## src/rtl/mulacc_if.sv

```systemverilog
// Command, result and multiplier-side signals of the mulacc stage.
interface mulacc_if;
  logic        macValidIn;
  logic        macReadyOut;
  logic [1:0]  macOpIn;
  logic [15:0] macAIn;
  logic [15:0] macBIn;
  logic [15:0] mulAOut;
  logic [15:0] mulBOut;
  logic [15:0] mulResIn;
  logic        macValidOut;
  logic        macReadyIn;
  logic [15:0] macOut;
  logic        macOvfOut;

  modport slave (
    input  macValidIn, macOpIn, macAIn, macBIn, mulResIn, macReadyIn,
    output macReadyOut, mulAOut, mulBOut, macValidOut, macOut, macOvfOut
  );

  modport master (
    output macValidIn, macOpIn, macAIn, macBIn, mulResIn, macReadyIn,
    input  macReadyOut, mulAOut, mulBOut, macValidOut, macOut, macOvfOut
  );
endinterface

```

## src/rtl/mulacc.sv

```systemverilog
// Multiply-accumulate stage: registers operands for the external multiplier, folds the
// product into a 16-bit accumulator. Define MULACC_SAT_EN for saturating MAC/MSU.
module mulacc (
  input  logic     clk,
  input  logic     nReset,
  mulacc_if.slave  bus
);

  typedef enum logic [1:0] {
    IDLE = 2'd0,
    EXEC = 2'd1,
    DONE = 2'd2
  } state_t;

  localparam logic [1:0] OP_MUL = 2'b00;
  localparam logic [1:0] OP_MAC = 2'b01;
  localparam logic [1:0] OP_MSU = 2'b10;
  localparam logic [1:0] OP_CLR = 2'b11;

  state_t      state_q, state_d;
  logic [15:0] a_q, a_d;
  logic [15:0] b_q, b_d;
  logic [15:0] acc_q, acc_d;
  logic [1:0]  op_q, op_d;
  logic        ovf_q, ovf_d;

  logic        ready_s;
  logic        accept_s;
  logic [16:0] sum_s;
  logic [15:0] diff_s;
  logic        borrow_s;

  // Ready depends only on state and downstream ready, never on the incoming valid.
  assign ready_s  = (state_q == IDLE) || ((state_q == DONE) && bus.macReadyIn);
  assign accept_s = ready_s && bus.macValidIn;

  assign sum_s    = {1'b0, acc_q} + {1'b0, bus.mulResIn};
  assign diff_s   = acc_q - bus.mulResIn;
  assign borrow_s = (bus.mulResIn > acc_q);

  // State, operand and accumulator registers.
  always_ff @(posedge clk or negedge nReset) begin
    if (!nReset) begin
      state_q <= IDLE;
      a_q     <= 16'h0000;
      b_q     <= 16'h0000;
      acc_q   <= 16'h0000;
      op_q    <= OP_MUL;
      ovf_q   <= 1'b0;
    end else begin
      state_q <= state_d;
      a_q     <= a_d;
      b_q     <= b_d;
      acc_q   <= acc_d;
      op_q    <= op_d;
      ovf_q   <= ovf_d;
    end
  end

  // Next-state, operand capture and accumulator update.
  always_comb begin
    state_d = state_q;
    a_d     = a_q;
    b_d     = b_q;
    op_d    = op_q;
    acc_d   = acc_q;
    ovf_d   = ovf_q;

    if (accept_s) begin
      a_d  = bus.macAIn;
      b_d  = bus.macBIn;
      op_d = bus.macOpIn;
    end else begin
      a_d  = a_q;
    end

    case (state_q)
      IDLE: begin
        if (accept_s) begin
          state_d = EXEC;
        end else begin
          state_d = IDLE;
        end
      end
      EXEC: begin
        state_d = DONE;
        case (op_q)
          OP_MUL: begin
            acc_d = bus.mulResIn;
          end
          OP_MAC: begin
            if (sum_s[16]) begin
              ovf_d = 1'b1;
`ifdef MULACC_SAT_EN
              acc_d = 16'hFFFF;
`else
              acc_d = sum_s[15:0];
`endif
            end else begin
              acc_d = sum_s[15:0];
            end
          end
          OP_MSU: begin
            if (borrow_s) begin
              ovf_d = 1'b1;
`ifdef MULACC_SAT_EN
              acc_d = 16'h0000;
`else
              acc_d = diff_s;
`endif
            end else begin
              acc_d = diff_s;
            end
          end
          OP_CLR: begin
            acc_d = 16'h0000;
            ovf_d = 1'b0;
          end
          default: begin
            acc_d = acc_q;
          end
        endcase
      end
      DONE: begin
        if (bus.macReadyIn) begin
          if (bus.macValidIn) begin
            state_d = EXEC;
          end else begin
            state_d = IDLE;
          end
        end else begin
          state_d = DONE;
        end
      end
      default: begin
        state_d = IDLE;
      end
    endcase
  end

  assign bus.macReadyOut = ready_s;
  assign bus.mulAOut     = a_q;
  assign bus.mulBOut     = b_q;
  assign bus.macValidOut = (state_q == DONE);
  assign bus.macOut      = acc_q;
  assign bus.macOvfOut   = ovf_q;

endmodule

```

## src/flat_wrapper.sv

```systemverilog
// flat-port wrapper written by rule: the top's interface ports become plain ports
module mulacc_flat 
  (clk, nReset, bus_macValidIn, bus_macOpIn, bus_macAIn, bus_macBIn, bus_mulResIn, bus_macReadyIn, bus_macReadyOut, bus_mulAOut, bus_mulBOut, bus_macValidOut, bus_macOut, bus_macOvfOut);
  mulacc_if bus_i ();
  input  logic clk;
  input  logic nReset;
  input wire logic [$bits(bus_i.macValidIn)-1:0] bus_macValidIn;
  input wire logic [$bits(bus_i.macOpIn)-1:0] bus_macOpIn;
  input wire logic [$bits(bus_i.macAIn)-1:0] bus_macAIn;
  input wire logic [$bits(bus_i.macBIn)-1:0] bus_macBIn;
  input wire logic [$bits(bus_i.mulResIn)-1:0] bus_mulResIn;
  input wire logic [$bits(bus_i.macReadyIn)-1:0] bus_macReadyIn;
  output wire logic [$bits(bus_i.macReadyOut)-1:0] bus_macReadyOut;
  output wire logic [$bits(bus_i.mulAOut)-1:0] bus_mulAOut;
  output wire logic [$bits(bus_i.mulBOut)-1:0] bus_mulBOut;
  output wire logic [$bits(bus_i.macValidOut)-1:0] bus_macValidOut;
  output wire logic [$bits(bus_i.macOut)-1:0] bus_macOut;
  output wire logic [$bits(bus_i.macOvfOut)-1:0] bus_macOvfOut;
  assign bus_i.macValidIn = bus_macValidIn;
  assign bus_i.macOpIn = bus_macOpIn;
  assign bus_i.macAIn = bus_macAIn;
  assign bus_i.macBIn = bus_macBIn;
  assign bus_i.mulResIn = bus_mulResIn;
  assign bus_i.macReadyIn = bus_macReadyIn;
  assign bus_macReadyOut = bus_i.macReadyOut;
  assign bus_mulAOut = bus_i.mulAOut;
  assign bus_mulBOut = bus_i.mulBOut;
  assign bus_macValidOut = bus_i.macValidOut;
  assign bus_macOut = bus_i.macOut;
  assign bus_macOvfOut = bus_i.macOvfOut;
  mulacc u_core (.clk(clk), .nReset(nReset), .bus(bus_i));
endmodule
```

## config.mk

```make
export PLATFORM = sky130hd
export DESIGN_NAME = mulacc_flat
export DESIGN_NICKNAME = d
export VERILOG_FILES = /design/src/rtl/mulacc_if.sv /design/src/rtl/mulacc.sv /design/src/flat_wrapper.sv
export SDC_FILE = /design/constraint.sdc
export NUM_CORES = 1
export LEC_CHECK = 0
export BUFFER_PORTS_ARGS = -buffer_cell sky130_fd_sc_hd__clkbuf_2
export CORE_ASPECT_RATIO = 1.2
export CORE_UTILIZATION = 45
export DETAILED_ROUTE_END_ITERATION = 10
export PLACE_DENSITY = 0.74
export RECOVER_POWER = 100
export SLEW_MARGIN = 20
export SYNTH_ARGS = -nofsm -noshare
export SYNTH_HDL_FRONTEND = slang
export SYNTH_SLANG_ARGS = --single-unit
```

## constraint.sdc

```tcl
create_clock -name clk -period 7.4 [get_ports clk]
set_input_delay 0 -clock clk [delete_from_list [all_inputs] [get_ports clk]]
set_output_delay 0 -clock clk [all_outputs]
set_load 0.05 [all_outputs]
```

# [After elaboration in Yosys (flattened, before gate mapping)]
# Index checks and enable logic that the tools add are counted.
[totals] input_bits=54 register_bits=53
[op_classes] mux=8 add_sub_neg=2 reduce_logical=7 n_eq_ne=7 magnitude_cmp=1
[op_table] op="$pmux W16 S4" count=1
[op_table] op="$add A16 B16 Y17" count=1
[op_table] op="$gt A16 B16 Y1" count=1
[op_table] op="$sub A16 B16 Y16" count=1
[op_table] op="$eq A2 B2 Y1 const B" count=3
[op_table] op="$pmux W2 S3" count=1
[op_table] op="$eq A2 B1 Y1 const B" count=2
[op_table] op="$logic_not A2 Y1" count=2
[op_table] op="$mux W1" count=4
[op_table] op="$ne A2 B1 Y1 const B" count=2
[op_table] op="$reduce_and A4 Y1" count=1
[op_table] op="$pmux W1 S3" count=1
[op_table] op="$reduce_bool A3 Y1" count=1
[op_table] op="$logic_and A1 B1 Y1" count=2
[op_table] op="$mux W2" count=1
[op_table] op="$logic_or A1 B1 Y1" count=1

# [Depth between registers and ports, before layout]
[depth] ltp_word=6 depth_mapped=12

# [Least setup slack after synthesis]
# No wires, ideal clock.
[synth_path] path_type="reg-to-reg" from="register u_core.acc_q[0], in the netlist u_core.bus.macOut[0]" to="register u_core.ovf_q, in the netlist u_core.bus.macOvfOut" setup_slack_ns=4.375 stages_incl_launch_ff=13 required_time_ns=7.301 path_buffers=0 t_arrival_ns=2.926 cell_sequence="dfrtp_1 > inv_1 > ha_1 > inv_1 > fa_1 > a21oi_1 > o211a_1 > o31ai_1 > o41a_1 > a221o_1 > a211oi_1 > nor4_1 > a311oi_1"
[synth_via] elab_chain_len=3
[synth_lines] item="start, declared" line_no="mulacc.sv:23" rtl="logic [15:0] acc_q, acc_d;"
[synth_lines] item="start signal, assigned" line_no="mulacc.sv:47" rtl="acc_q <= 16'h0000;"
[synth_lines] item="start signal, assigned" line_no="mulacc.sv:54" rtl="acc_q <= acc_d;"
[synth_lines] item="$add A16 B16 Y17 or $gt A16 B16 Y1 (tied branches)" line_no="mulacc.sv:37, mulacc.sv:39"
[synth_lines] item="$ne A2 B1 Y1 (no line)"
[synth_lines] item="$reduce_and A4 Y1 (no line) *"
[synth_lines] item="end signal, assigned" line_no="mulacc.sv:56" rtl="ovf_q <= ovf_d;"
[synth_lines] item="end, declared" line_no="mulacc.sv:25" rtl="logic ovf_q, ovf_d;"
# Every way passes the cells marked *; elsewhere a longest branch is shown, timed or not.
# A chain may end at the register's enable or synchronous reset.

# [Worst setup path after layout]
# Same ends and word-level chain as after synthesis.

==> results.toml <==
[placed_design]
placedCellCount = 580
pre_cts_ws_ns = 4.40
placed_area_sq_um = 4280
dpl.hpwl_microns = 6620
gp_congestion = 0.927
portBuffers = 104

[final_layout]
area_delta_synth_final_pct = 25.6
drive_gt1_frac = 0.183
final_cells = 626
antenna_cells = 0
post-route-cell-area_sq_um = 4680
nFillCells = 725
nNetsFinal = 619

[synthesis]
synthMuxAreaShare = 0.105
synth_largest_area_cell = "dfrtp_1"
synth-edff-count = 0
synth_xor_area_frac = 0.0353
synthesis.instances = 404
synth.avg_cell_area_sq_um = 9.22
yosysWarnings = 0
synth_top_family_by_area = "compound AO/OA/AOI/OAI gates"
synthSimpleGateAreaFrac = 0.125
ys_types = 57
synthTopCellsByArea = "dfrtp_1 (36%), ha_1 (11%), mux2_2 (9.7%)"
synth_area_sq_um = 3720
ys_async_sr_fraction = 1.00
synth_seq_cells = 53
ys.flop_type = "dfrtp_1"
seq_area_frac_synth = 0.356
yosysTopAreaCellShare = 0.356
synth_fa_ha_area_frac = 0.122
synth_nets = 493
synth_compound_area_frac = 0.200

[floorplan]
rows = 36
dieArea_sq_um = 8640
die_h_microns = 102
pin_count = 105
start_util = 0.462
die_x_microns = 85.0
coreArea_sq_um = 8060

[sta]
rsz0062_at_grt = "no"
maxSlewViolCount = 92
slew_headroom = -0.935
final.setup.worst_slack_ns = 4.35
post-route-period-util = 0.412
period_needed_ns = 3.05
skew_ns = 0.00676
max_freq_mhz = 328
setup_violations = 0
tns_ns = 0
tightest_slew_ns = 2.90
finalHoldViolCount = 0

[clock_network]
cts_setup_buffers = 0
clkSlewWorstSetupHoldPaths_ns = 0.11
clk_latency_ns = 0.32
cts_tree = "done"
htree_levels = 2
clkSinkCount = 53
cts_max_path_buffers = 2
numCtsBuffers = 5
cts-root-buf = "clkbuf_8"

[global_route]
overflow = 0
antenna_found_initial = 0
grt_pass1_vias = 3444
grt_pass1_wl_microns = 16100
grt_max_degree = 54
grtUsageTotal = 0.235

[route]
viasPerCell = 5.50
wirelength_microns = 9740
via_count = 3440
ant_nets = 0
drtPass1Iterations = 4
drtIter0Drc = 158
drc_errors = 0
wl_per_cell_microns = 15.6

[worst_hold_path]
hp-start = "bus_mulResIn[2]"
hold_path_depth = 3
hold_path_end = "u_core.bus.macOut[2]"
hold_path.class = "in2reg"

[critical_path]
worst_path_max_delay_cell = "dfrtp_1"
cp_max_fo = 3
path_cells = "inv_1, ha_1, inv_1, fa_1, a21oi_1, o211a_1, o31ai_1, o41a_1, a221o_1, a211oi_1, nor4_1, a311oi_1"
end_kind = "flop"
r2r-end = "u_core.bus.macOvfOut"
arrival_ns = 3.28
timing.critical_path.max_delay_family = "compound AO/OA/AOI/OAI gates"
worstPathRequired_ns = 7.63
crit_buf_inv = 2
r2r-start = "u_core.bus.macOut[0]"
crit_path_start_kind = "flop"
worstSetupPathType = "reg2reg"
reg2reg_slack_ns = 4.35
slowest_delay_ns = 0.41
ff2ff_path_depth = 12
cpMostUsedCell = "inv_1"

[run_status]
violations = "capacitance limit, slew limit"
status = "complete, but fails checks"

[power]
irDropWorstVdd_uv = 189
p_leak_uw = 0.00211
power_density_nw_per_um2 = 397

[job]
drv_cap = 2
-- how the worst max path moves through the flow --
stage,depth (start not counted),to,start
2_1_floorplan,12,u_core.bus.macOvfOut,u_core.bus.macOut[0]
3_3_place_gp,12,u_core.bus.macOvfOut,u_core.bus.macOut[0]
3_5_place_dp,12,u_core.bus.macOvfOut,u_core.bus.macOut[0]
4_1_cts,12,u_core.bus.macOvfOut,u_core.bus.macOut[0]
5_1_grt,3,u_core.bus.mulBOut[0],nReset
6_report,12,u_core.bus.macOvfOut,u_core.bus.macOut[0]
-- layout make-up --
| cell class | count | area, sq um | share of cell area |
|---|---|---|---|
| repair buffers | 144 | 845 | 0.181 |
| clock inverters | 3 | 28.8 | 0.00615 |
| flip-flops and latches | 53 | 1330 | 0.283 |
| well taps | 95 | 119 | 0.0254 |
| inverters | 29 | 109 | 0.0233 |
| multi-input cells | 297 | 2180 | 0.466 |
| clock buffers | 5 | 68.8 | 0.0147 |
-- worst reg2reg max path: cells and delay by family, from the launching register on --
family	cells	cell delay [ns]
AO/OA/AOI/OAI	7	1.78
adder cells (fa/ha/maj)	2	0.55
buffers and inverters	2	0.15
flip-flops	1	0.41
AND/OR/NAND/NOR	1	0.08
-- through the flow --
| stage | util | power, uW | hold slack (ns) |
|---|---|---|---|
| 3_5_place_dp | 0.531 | 1680 | 0.180 |
| 4_1_cts | 0.590 | 1890 | 0.00962 |
| 6_report | 0.580 | 1860 | 0.0176 |
| 5_1_grt | 0.580 | 2000 | 0.0339 |
| 2_1_floorplan | - | 1420 | -0.296 |
| 3_3_place_gp | 0.531 | 1660 | 0.179 |
-- state kept, by name (all words and copies together) (netlist names) --
signal,flops
u_core.bus.macOut,16
u_core.bus.mulAOut,16
u_core.bus.macOvfOut,1
u_core.op_q,2
u_core.bus.mulBOut,16
u_core.state_q,2
-- kinds of logic after synthesis --
kind of cell	count (synthesis)
simple gates	102
mux	35
fa+ha+maj	35
compound gates	110
flops	53
xor+xnor	15
buf+inv	54
-- synthesized netlist by cell type (2+ instances only) --
master	count
ha_1	33
buf_2	2
o31ai_1	4
a221o_1	3
nor3_1	9
o211ai_1	2
o41ai_1	2
a2111oi_0	2
a21boi_0	2
nor2b_1	8
a21oi_1	28
and2_1	2
nand4_1	2
mux2_2	32
a222oi_1	2
nor2_1	35
fa_1	2
a22oi_1	2
mux2i_1	2
o21ai_0	24
a211oi_1	7
o21ai_1	2
o21bai_1	6
nand2_1	27
o22ai_1	2
a221oi_1	3
inv_1	28
a31oi_1	3
or3_1	3
nand3_1	6
xnor2_1	10
a21o_1	2
nand2b_1	6
clkbuf_1	21
nor4_1	2
dfrtp_1	53
xor2_1	5
-- what timing repair did --
item	in CTS	in global routing
hold endpoints to repair	90	0
hold buffers	38	0
gates resized for setup	0	0
-- report_power, final --
part	internal [uW]	leakage, uW	switching, uW	total [uW]
sequential	383	0.000631	92.4	476
combinational	391	0.00143	808	1200
clock	71.1	0.0000506	113	184
total	845	0.00211	1010	1860
-- cell usage in the layout, fill, tap and decap left out, types with 6 or more instances in the layout --
cell type and instances:
clkbuf_2 53, nand3_1 6, dlygate4sd3_1 38, nor3_1 9
mux2_2 32, dfrtp_1 53, inv_1 28, o21ai_0 26
nor2b_1 8, nor2_1 35, nand2_1 27, a211oi_1 7
clkbuf_1 53, nand2b_1 6, o21bai_1 6, ha_1 33
a21oi_1 28, xnor2_1 10
-- layer usage --
layer,vias to the layer above,GRT usage,wire (microns)
met2,128,0.418,4900
met3,13,0.0538,708
met4,0,0.0756,131
li1,1683,-,-
met5,-,0,0
met1,1616,0.282,3990
(Power assumes the default switching activity.)
